File: src/rtl/alu_pkg.sv
// Shared op codes, FSM state type and op classification for alu_seq.
// ALU_DIV_EN adds DIVU/REMU to the set of iterative operations.
package alu_pkg;

    localparam logic [3:0] OP_AND   = 4'b0000;
    localparam logic [3:0] OP_OR    = 4'b0001;
    localparam logic [3:0] OP_ADD   = 4'b0010;
    localparam logic [3:0] OP_RSV3  = 4'b0011;
    localparam logic [3:0] OP_ANDN  = 4'b0100;
    localparam logic [3:0] OP_ORN   = 4'b0101;
    localparam logic [3:0] OP_SUB   = 4'b0110;
    localparam logic [3:0] OP_SLT   = 4'b0111;
    localparam logic [3:0] OP_MUL   = 4'b1000;
    localparam logic [3:0] OP_MULHU = 4'b1001;
    localparam logic [3:0] OP_DIVU  = 4'b1010;
    localparam logic [3:0] OP_REMU  = 4'b1011;

    typedef enum logic [1:0] {
        ST_IDLE = 2'b00,
        ST_RUN  = 2'b01,
        ST_DONE = 2'b10
    } state_t;

    function automatic logic op_is_iter(input logic [3:0] op);
`ifdef ALU_DIV_EN
        return (op[3:2] == 2'b10);
`else
        return (op[3:1] == 3'b100);
`endif
    endfunction

    // Without the divider no iterative op has op[1] set, so this folds to 0.
    function automatic logic op_is_div(input logic [3:0] op);
        return op_is_iter(op) & op[1];
    endfunction

endpackage

File: src/rtl/alu_seq_if.sv
// Valid/ready operand and result bus of alu_seq.
interface alu_seq_if #(parameter int WIDTH = 32);

    logic             in_valid;
    logic             in_ready;
    logic [3:0]       op;
    logic [WIDTH-1:0] a;
    logic [WIDTH-1:0] b;
    logic             out_valid;
    logic             out_ready;
    logic [WIDTH-1:0] y;
    logic             zero;
    logic             dz;

    modport master (
        output in_valid, op, a, b, out_ready,
        input  in_ready, out_valid, y, zero, dz
    );

    modport slave (
        input  in_valid, op, a, b, out_ready,
        output in_ready, out_valid, y, zero, dz
    );

endinterface

File: src/rtl/alu_core.sv
// Combinational legacy ALU on the 3-bit function code; also the add/subtract
// step of the iterative multiplier and divider.
module alu_core #(
    parameter int WIDTH = 32
) (
    input  logic [2:0]       func_i,
    input  logic [WIDTH-1:0] a_i,
    input  logic [WIDTH-1:0] b_i,
    output logic [WIDTH-1:0] y_o
);

    // Function decode; code 011 is reserved and yields zero.
    always_comb begin
        y_o = {WIDTH{1'b0}};
        case (func_i)
            3'b000:  y_o = a_i & b_i;
            3'b001:  y_o = a_i | b_i;
            3'b010:  y_o = a_i + b_i;
            3'b100:  y_o = a_i & ~b_i;
            3'b101:  y_o = a_i | ~b_i;
            3'b110:  y_o = a_i - b_i;
            3'b111:  y_o = {{(WIDTH-1){1'b0}}, ($signed(a_i) < $signed(b_i))};
            default: y_o = {WIDTH{1'b0}};
        endcase
    end

endmodule

File: src/rtl/alu_seq.sv
// Handshaked ALU: single-pass legacy ops plus iterative shift-add multiply and,
// with ALU_DIV_EN defined, restoring divide. All result outputs are registered.
module alu_seq
    import alu_pkg::*;
#(
    parameter int WIDTH = 32
) (
    input logic       clk,
    input logic       reset_n,
    alu_seq_if.slave  bus
);

    localparam int CNT_W = $clog2(WIDTH) + 1;

    state_t           state_q, state_d;
    logic [CNT_W-1:0] cnt_q, cnt_d;
    logic [3:0]       op_q, op_d;
    logic [WIDTH-1:0] a_q, a_d;
    logic [WIDTH-1:0] b_q, b_d;
    logic [WIDTH-1:0] hi_q, hi_d;
    logic [WIDTH-1:0] y_q, y_d;
    logic             zero_q, zero_d;
    logic             dz_q, dz_d;

    logic             accept_s;
    logic [2:0]       func_s;
    logic [WIDTH-1:0] core_a_s, core_b_s, core_y_s;
    logic [WIDTH-1:0] mul_hi_s, mul_lo_s, hi_n_s, lo_n_s;
    logic             carry_s;
`ifdef ALU_DIV_EN
    logic [WIDTH-1:0] rsh_s;

    // Partial remainder shifted left with the next dividend bit (from a_q's MSB).
    assign rsh_s = {hi_q[WIDTH-2:0], a_q[WIDTH-1]};
`endif

    assign accept_s      = bus.in_valid & bus.in_ready;
    assign bus.in_ready  = (state_q == ST_IDLE) | ((state_q == ST_DONE) & bus.out_ready);
    assign bus.out_valid = (state_q == ST_DONE);
    assign bus.y         = y_q;
    assign bus.zero      = zero_q;
    assign bus.dz        = dz_q;

    // Core operand select: bus operands when accepting, iteration step during RUN.
    always_comb begin
        func_s   = bus.op[2:0];
        core_a_s = bus.a;
        core_b_s = bus.b;
        if (state_q == ST_RUN) begin
            core_b_s = b_q;
`ifdef ALU_DIV_EN
            if (op_q[1]) begin
                func_s   = 3'b110;
                core_a_s = rsh_s;
            end else begin
                func_s   = 3'b010;
                core_a_s = hi_q;
            end
`else
            func_s   = 3'b010;
            core_a_s = hi_q;
`endif
        end else begin
            func_s   = bus.op[2:0];
            core_a_s = bus.a;
            core_b_s = bus.b;
        end
    end

    alu_core #(.WIDTH(WIDTH)) u_core (
        .func_i (func_s),
        .a_i    (core_a_s),
        .b_i    (core_b_s),
        .y_o    (core_y_s)
    );

    // Shift-add step: {hi,lo} accumulates the product, a_q holds the shrinking multiplier.
    always_comb begin
        carry_s = (core_y_s < hi_q);
        if (a_q[0]) begin
            mul_hi_s = {carry_s, core_y_s[WIDTH-1:1]};
            mul_lo_s = {core_y_s[0], a_q[WIDTH-1:1]};
        end else begin
            mul_hi_s = {1'b0, hi_q[WIDTH-1:1]};
            mul_lo_s = {hi_q[0], a_q[WIDTH-1:1]};
        end
    end

    // Select the step result; a divisor of zero always "fits", giving all-ones quotient.
    always_comb begin
`ifdef ALU_DIV_EN
        if (op_q[1]) begin
            if (hi_q[WIDTH-1] || (rsh_s >= b_q)) begin
                hi_n_s = core_y_s;
                lo_n_s = {a_q[WIDTH-2:0], 1'b1};
            end else begin
                hi_n_s = rsh_s;
                lo_n_s = {a_q[WIDTH-2:0], 1'b0};
            end
        end else begin
            hi_n_s = mul_hi_s;
            lo_n_s = mul_lo_s;
        end
`else
        hi_n_s = mul_hi_s;
        lo_n_s = mul_lo_s;
`endif
    end

    // Control FSM next-state and datapath register updates.
    always_comb begin
        state_d = state_q;
        cnt_d   = cnt_q;
        op_d    = op_q;
        a_d     = a_q;
        b_d     = b_q;
        hi_d    = hi_q;
        y_d     = y_q;
        zero_d  = zero_q;
        dz_d    = dz_q;
        case (state_q)
            ST_IDLE, ST_DONE: begin
                if (accept_s) begin
                    op_d = bus.op;
                    a_d  = bus.a;
                    b_d  = bus.b;
                    hi_d = {WIDTH{1'b0}};
                    if (op_is_iter(bus.op)) begin
                        state_d = ST_RUN;
                        cnt_d   = CNT_W'(WIDTH);
                    end else begin
                        state_d = ST_DONE;
                        cnt_d   = {CNT_W{1'b0}};
                        y_d     = bus.op[3] ? {WIDTH{1'b0}} : core_y_s;
                        zero_d  = (y_d == {WIDTH{1'b0}});
                        dz_d    = 1'b0;
                    end
                end else if ((state_q == ST_DONE) && bus.out_ready) begin
                    state_d = ST_IDLE;
                end else begin
                    state_d = state_q;
                end
            end
            ST_RUN: begin
                a_d   = lo_n_s;
                hi_d  = hi_n_s;
                cnt_d = cnt_q - CNT_W'(1);
                if (cnt_q == CNT_W'(1)) begin
                    state_d = ST_DONE;
                    y_d     = op_q[0] ? hi_n_s : lo_n_s;
                    zero_d  = (y_d == {WIDTH{1'b0}});
                    dz_d    = op_is_div(op_q) & (b_q == {WIDTH{1'b0}});
                end else begin
                    state_d = ST_RUN;
                end
            end
            default: state_d = ST_IDLE;
        endcase
    end

    // State and datapath registers; reset aborts any operation in flight.
    always_ff @(posedge clk or negedge reset_n) begin
        if (!reset_n) begin
            state_q <= ST_IDLE;
            cnt_q   <= {CNT_W{1'b0}};
            op_q    <= 4'b0000;
            a_q     <= {WIDTH{1'b0}};
            b_q     <= {WIDTH{1'b0}};
            hi_q    <= {WIDTH{1'b0}};
            y_q     <= {WIDTH{1'b0}};
            zero_q  <= 1'b1;
            dz_q    <= 1'b0;
        end else begin
            state_q <= state_d;
            cnt_q   <= cnt_d;
            op_q    <= op_d;
            a_q     <= a_d;
            b_q     <= b_d;
            hi_q    <= hi_d;
            y_q     <= y_d;
            zero_q  <= zero_d;
            dz_q    <= dz_d;
        end
    end

endmodule
File: src/flat_wrapper.sv
// flat-port wrapper written by rule: the top's interface ports become plain ports
module alu_seq_flat import alu_pkg::*;
#(
    parameter int WIDTH = 32
)
  (clk, reset_n, bus_in_valid, bus_op, bus_a, bus_b, bus_out_ready, bus_in_ready, bus_out_valid, bus_y, bus_zero, bus_dz);
  alu_seq_if #(.WIDTH(WIDTH)) bus_i ();
  input logic clk;
  input logic reset_n;
  input wire logic [$bits(bus_i.in_valid)-1:0] bus_in_valid;
  input wire logic [$bits(bus_i.op)-1:0] bus_op;
  input wire logic [$bits(bus_i.a)-1:0] bus_a;
  input wire logic [$bits(bus_i.b)-1:0] bus_b;
  input wire logic [$bits(bus_i.out_ready)-1:0] bus_out_ready;
  output wire logic [$bits(bus_i.in_ready)-1:0] bus_in_ready;
  output wire logic [$bits(bus_i.out_valid)-1:0] bus_out_valid;
  output wire logic [$bits(bus_i.y)-1:0] bus_y;
  output wire logic [$bits(bus_i.zero)-1:0] bus_zero;
  output wire logic [$bits(bus_i.dz)-1:0] bus_dz;
  assign bus_i.in_valid = bus_in_valid;
  assign bus_i.op = bus_op;
  assign bus_i.a = bus_a;
  assign bus_i.b = bus_b;
  assign bus_i.out_ready = bus_out_ready;
  assign bus_in_ready = bus_i.in_ready;
  assign bus_out_valid = bus_i.out_valid;
  assign bus_y = bus_i.y;
  assign bus_zero = bus_i.zero;
  assign bus_dz = bus_i.dz;
  alu_seq #(.WIDTH(WIDTH)) u_core (.clk(clk), .reset_n(reset_n), .bus(bus_i));
endmodule
File: config.mk
export PLATFORM = sky130hd
export DESIGN_NAME = alu_seq_flat
export DESIGN_NICKNAME = d
export VERILOG_FILES = /design/src/rtl/alu_pkg.sv /design/src/rtl/alu_seq_if.sv /design/src/rtl/alu_core.sv /design/src/rtl/alu_seq.sv /design/src/flat_wrapper.sv
export SDC_FILE = /design/constraint.sdc
export NUM_CORES = 1
export LEC_CHECK = 0
export CAP_MARGIN = 40
export CORE_ASPECT_RATIO = 1.25
export CORE_MARGIN = 8
export CORE_UTILIZATION = 61
export DETAILED_ROUTE_END_ITERATION = 10
export PLACE_DENSITY = 0.82
export RECOVER_POWER = 50
export SLEW_MARGIN = 20
export SYNTH_ARGS = -nofsm -noshare
export SYNTH_HDL_FRONTEND = slang
export SYNTH_SLANG_ARGS = --single-unit
export TNS_END_PERCENT = 1
File: constraint.sdc
create_clock -name clk -period 7 [get_ports clk]
set_input_delay 1.4 -clock clk [delete_from_list [all_inputs] [get_ports clk]]
set_output_delay 1.4 -clock clk [all_outputs]
set_load 0.02 [all_outputs]
==> results.sh <==
export IMPL_cts_buffer_depth=2
export IMPL_cp_arrival_ns=7.18
export IMPL_ys_top_cells_by_area="dfrtp_1 24%, ha_1 7.9%, nand2_1 7.7%, a21oi_1 4.9%, o21ai_0 4.7%"
export IMPL_syn_area_um2=14420
export IMPL_dr_pass1_iters=7
export IMPL_grt_max_degree=88
export IMPL_finalHoldViolCount=0
export IMPL_post_cts_buffers=0
export IMPL_antenna_left=0
export IMPL_crit_cells=24
export IMPL_drive_gt1_frac=0.1412
export IMPL_gr_usage_all_layers=0.3947
export IMPL_ir_drop_uv=271.3
export IMPL_cts_buffers=17
export IMPL_viasPerCell=6.969
export IMPL_io_buffers=107
export IMPL_synth_edf_count=0
export IMPL_cp_data_required_time_ns=7.40
export IMPL_tritoncts="yes"
export IMPL_worstPathCellList="nand2b_4, buf_12, o21ai_0, ha_1, nor3_1, o221ai_1, o21ai_0, o21ai_0, or2_2, nand3_1, buf_4, nor4_1, nor3_1, inv_1, ha_1, nand2_1, nor3_1, a21oi_1, o21ai_0, o21ai_0, a31o_1, or4_1, or4_1, nand2_1"
export IMPL_hold_path_depth=2
export IMPL_diodes=0
export IMPL_ys_ff_latch=139
export IMPL_crit_path_start_kind="register"
export IMPL_reg2reg_slack_ns=0.21
export IMPL_final_cells=2410
export IMPL_drc_errors=0
export IMPL_gp_congestion=1.045
export IMPL_slowest_delay_ns=0.70
export IMPL_core_area_um2=23490
export IMPL_final_max_slew_viol_count=139
export IMPL_violations="max-capacitance violations, max-slew violations"
export IMPL_grt_overflow=0
export IMPL_die_area_um2=28840
export IMPL_crit_fanout=81
export IMPL_critical_path_class="register to register"
export IMPL_finish_instance_area_um2=17360
export IMPL_critPathCaptureType="register"
export IMPL_setup_violations=0
export IMPL_clk_pin_slew_worst_paths_ns=0.08
export IMPL_slew_limit_headroom=-1.520
export IMPL_die_height_um=187.9
export IMPL_path_buf_inv=3
export IMPL_syn_num_nets=2090
export IMPL_avgSynthCellArea_um2=7.484
export IMPL_nets=2269
export IMPL_dpl_cell_area_um2=16740
export IMPL_fin_skew_ns=0.01324
export IMPL_vias=16800
export IMPL_grt_antenna_before_repair=0
export IMPL_yosys_area_top_type="dfrtp_1"
export IMPL_clock_root_buffer="clkbuf_16"
export IMPL_cts_hold_buf=0
export IMPL_wl_per_cell_um=24.10
export IMPL_synth_top_cell_area_share=0.2396
export IMPL_dp_hpwl_um=43130
export IMPL_total_power_w=0.005008
export IMPL_cts_sinks=139
export IMPL_crit_path_top_delay_cell="dfrtp_1"
export IMPL_ys_flop_type="dfrtp_1"
export IMPL_grt_pass1_vias=16280
export IMPL_reg2reg_depth=24
export IMPL_post_cts_resized=0
export IMPL_area_delta_synth_final_pct=20.43
export IMPL_worst_slew_pin_slew_ns=3.781
export IMPL_die_width_um=153.5
export IMPL_maxCapViolCount=3
export IMPL_fin_crit_sh=0.9699
export IMPL_crit_family="simple AND/OR/NAND/NOR gates"
export IMPL_hold_path_class="register to register"
export IMPL_row_count=63
export IMPL_yosysSeqAreaShare=0.2414
export IMPL_totalWireLength_um=58070
export IMPL_status="complete, but fails checks"
export IMPL_rsz0062_at_grt="no"
export IMPL_leakagePower_nw=7.555
export IMPL_ys_async_sr_fraction=1.000
export IMPL_drt_iter0_drc=2577
export IMPL_final_setup_tns_ns=0
export IMPL_max_freq_ghz=0.1473
export IMPL_dp_cells=2375
export IMPL_powerDensity_nw_per_um2=288.5
export IMPL_period_needed_ns=6.789
export IMPL_grt_pass1_wl_um=90270
export IMPL_clk_latency_ns=0.45
export IMPL_ys_types=110
export IMPL_start_util=0.6137
export IMPL_crit_top_cell="o21ai_0"
export IMPL_htree_levels=4
export IMPL_yosysWarnings=0
export IMPL_pin_count=108
export IMPL_netlist_instances=1926
## cells by family (layout without fill, tap and decap cells)
family,count (synthesis),count (layout),synth area share
adder cells (fa/ha/maj),118,118,0.09860
flip-flops,139,139,0.2414
AND/OR/NAND/NOR,694,694,0.2229
buffers and inverters,259,451,0.07274
AO/OA/AOI/OAI,614,614,0.2921
XOR/XNOR,41,41,0.02491
multiplexers,61,61,0.04739
## sequential cells by signal (all words and copies together) (netlist names), 2 cells and up
name,flops
u_core.hi_q,32
u_core.cnt_q,6
u_core.state_q,2
u_core.bus.y,32
u_core.b_q,32
u_core.a_q,32
## cell type report
cell class                 instances  area (um2)
clock buffer                      17       425.4
clock inverter                    15       171.4
fill                            1854        6130
inverter                         125       469.2
multi-input combinational       1528        9910
sequential                       139        3482
tap                              292       365.4
timing repair buffer             294        2537
## power breakdown
| group | leakage [nW] | switching [W] | internal, W |
|---|---|---|---|
| registers | 1.74 | 0.000208 | 0.00102 |
| logic | 5.52 | 0.00167 | 0.00113 |
| clock network | 0.296 | 0.000465 | 0.000512 |
| total | 7.55 | 0.00234 | 0.00267 |
## layer usage
layer | wire length [um] | GRT usage
met2 | 25060 | 0.6063
met5 | 0 | 0
met3 | 7363 | 0.09512
met1 | 22340 | 0.5114
met4 | 3308 | 0.1945
## placed cells by master, fill, tap and decap left out, types with 25 or more instances in the layout
cell type / synthesis / layout
nand4_1: 26 / 26
nor2b_1: 32 / 32
nand2_1: 295 / 295
a31oi_1: 48 / 48
o21ai_0: 136 / 136
nand3_1: 38 / 38
nor2_1: 163 / 161
mux2i_1: 39 / 39
o31ai_1: 25 / 25
a21oi_1: 142 / 142
inv_1: 120 / 120
buf_4: 1 / 177
clkdlybuf4s50_1: 0 / 104
ha_1: 91 / 91
nor3_1: 32 / 31
dfrtp_1: 138 / 136
## tightest hold or removal path, delay by kind of cell (launching register included)
family	cells	cell delay (ns)
flip-flops	1	0.35
AND/OR/NAND/NOR	2	0.10
## synth_stat cells, types with 6 or more instances
library cell	number
nand2_1	295
nor2_1	163
a21oi_1	142
dfrtp_1	138
o21ai_0	136
inv_1	120
clkbuf_1	97
ha_1	91
a31oi_1	48
mux2i_1	39
nand3_1	38
nor2b_1	32
nor3_1	32
nand4_1	26
o31ai_1	25
maj3_1	24
xnor2_1	24
nand2b_1	23
a221oi_1	22
o211ai_1	21
nor4_1	18
xor2_1	17
a211oi_1	16
a21o_1	16
buf_2	16
mux2_2	15
o21a_1	15
buf_1	13
o221ai_1	13
a21boi_0	12
a22o_1	11
and2_1	10
or3_1	10
a211o_1	9
a221o_1	9
o21bai_1	9
a311oi_1	8
or2_2	8
or4_1	8
a22oi_1	7
buf_6	7
a31o_2	6
## worst paths after layout
| kind | endpoint | from |
|---|---|---|
| min in group asynchronous | u_core.b_q[7]$_DFFE_PN0P_ | reset_n |
| hold / removal | u_core.b_q[11]$_DFFE_PN0P_ | u_core.b_q[11]$_DFFE_PN0P_ |
| hold reg to reg | u_core.b_q[11]$_DFFE_PN0P_ | u_core.b_q[11]$_DFFE_PN0P_ |
| max in group asynchronous | u_core.a_q[20]$_DFFE_PN0P_ | reset_n |
| setup / recovery | u_core.bus.zero$_DFFE_PN1P_ | u_core.state_q[0]$_DFFE_PN0P_ |
| setup reg to reg | u_core.bus.zero$_DFFE_PN1P_ | u_core.state_q[0]$_DFFE_PN0P_ |
## stage by stage
stage | hold WS (ns) | worst slack [ns] | utilization
finish | 0.4767 | 0.2108 | 0.7391
global placement | 0.4544 | 0.02440 | 0.7117
CTS | 0.4807 | 0.4007 | 0.7380
global route | 0.5054 | 0.01691 | 0.7391
floorplan | 0.4417 | 0.5655 | -
detailed placement | 0.4622 | -0.05912 | 0.7126
No activity file was read; power rests on OpenSTA's default activity.
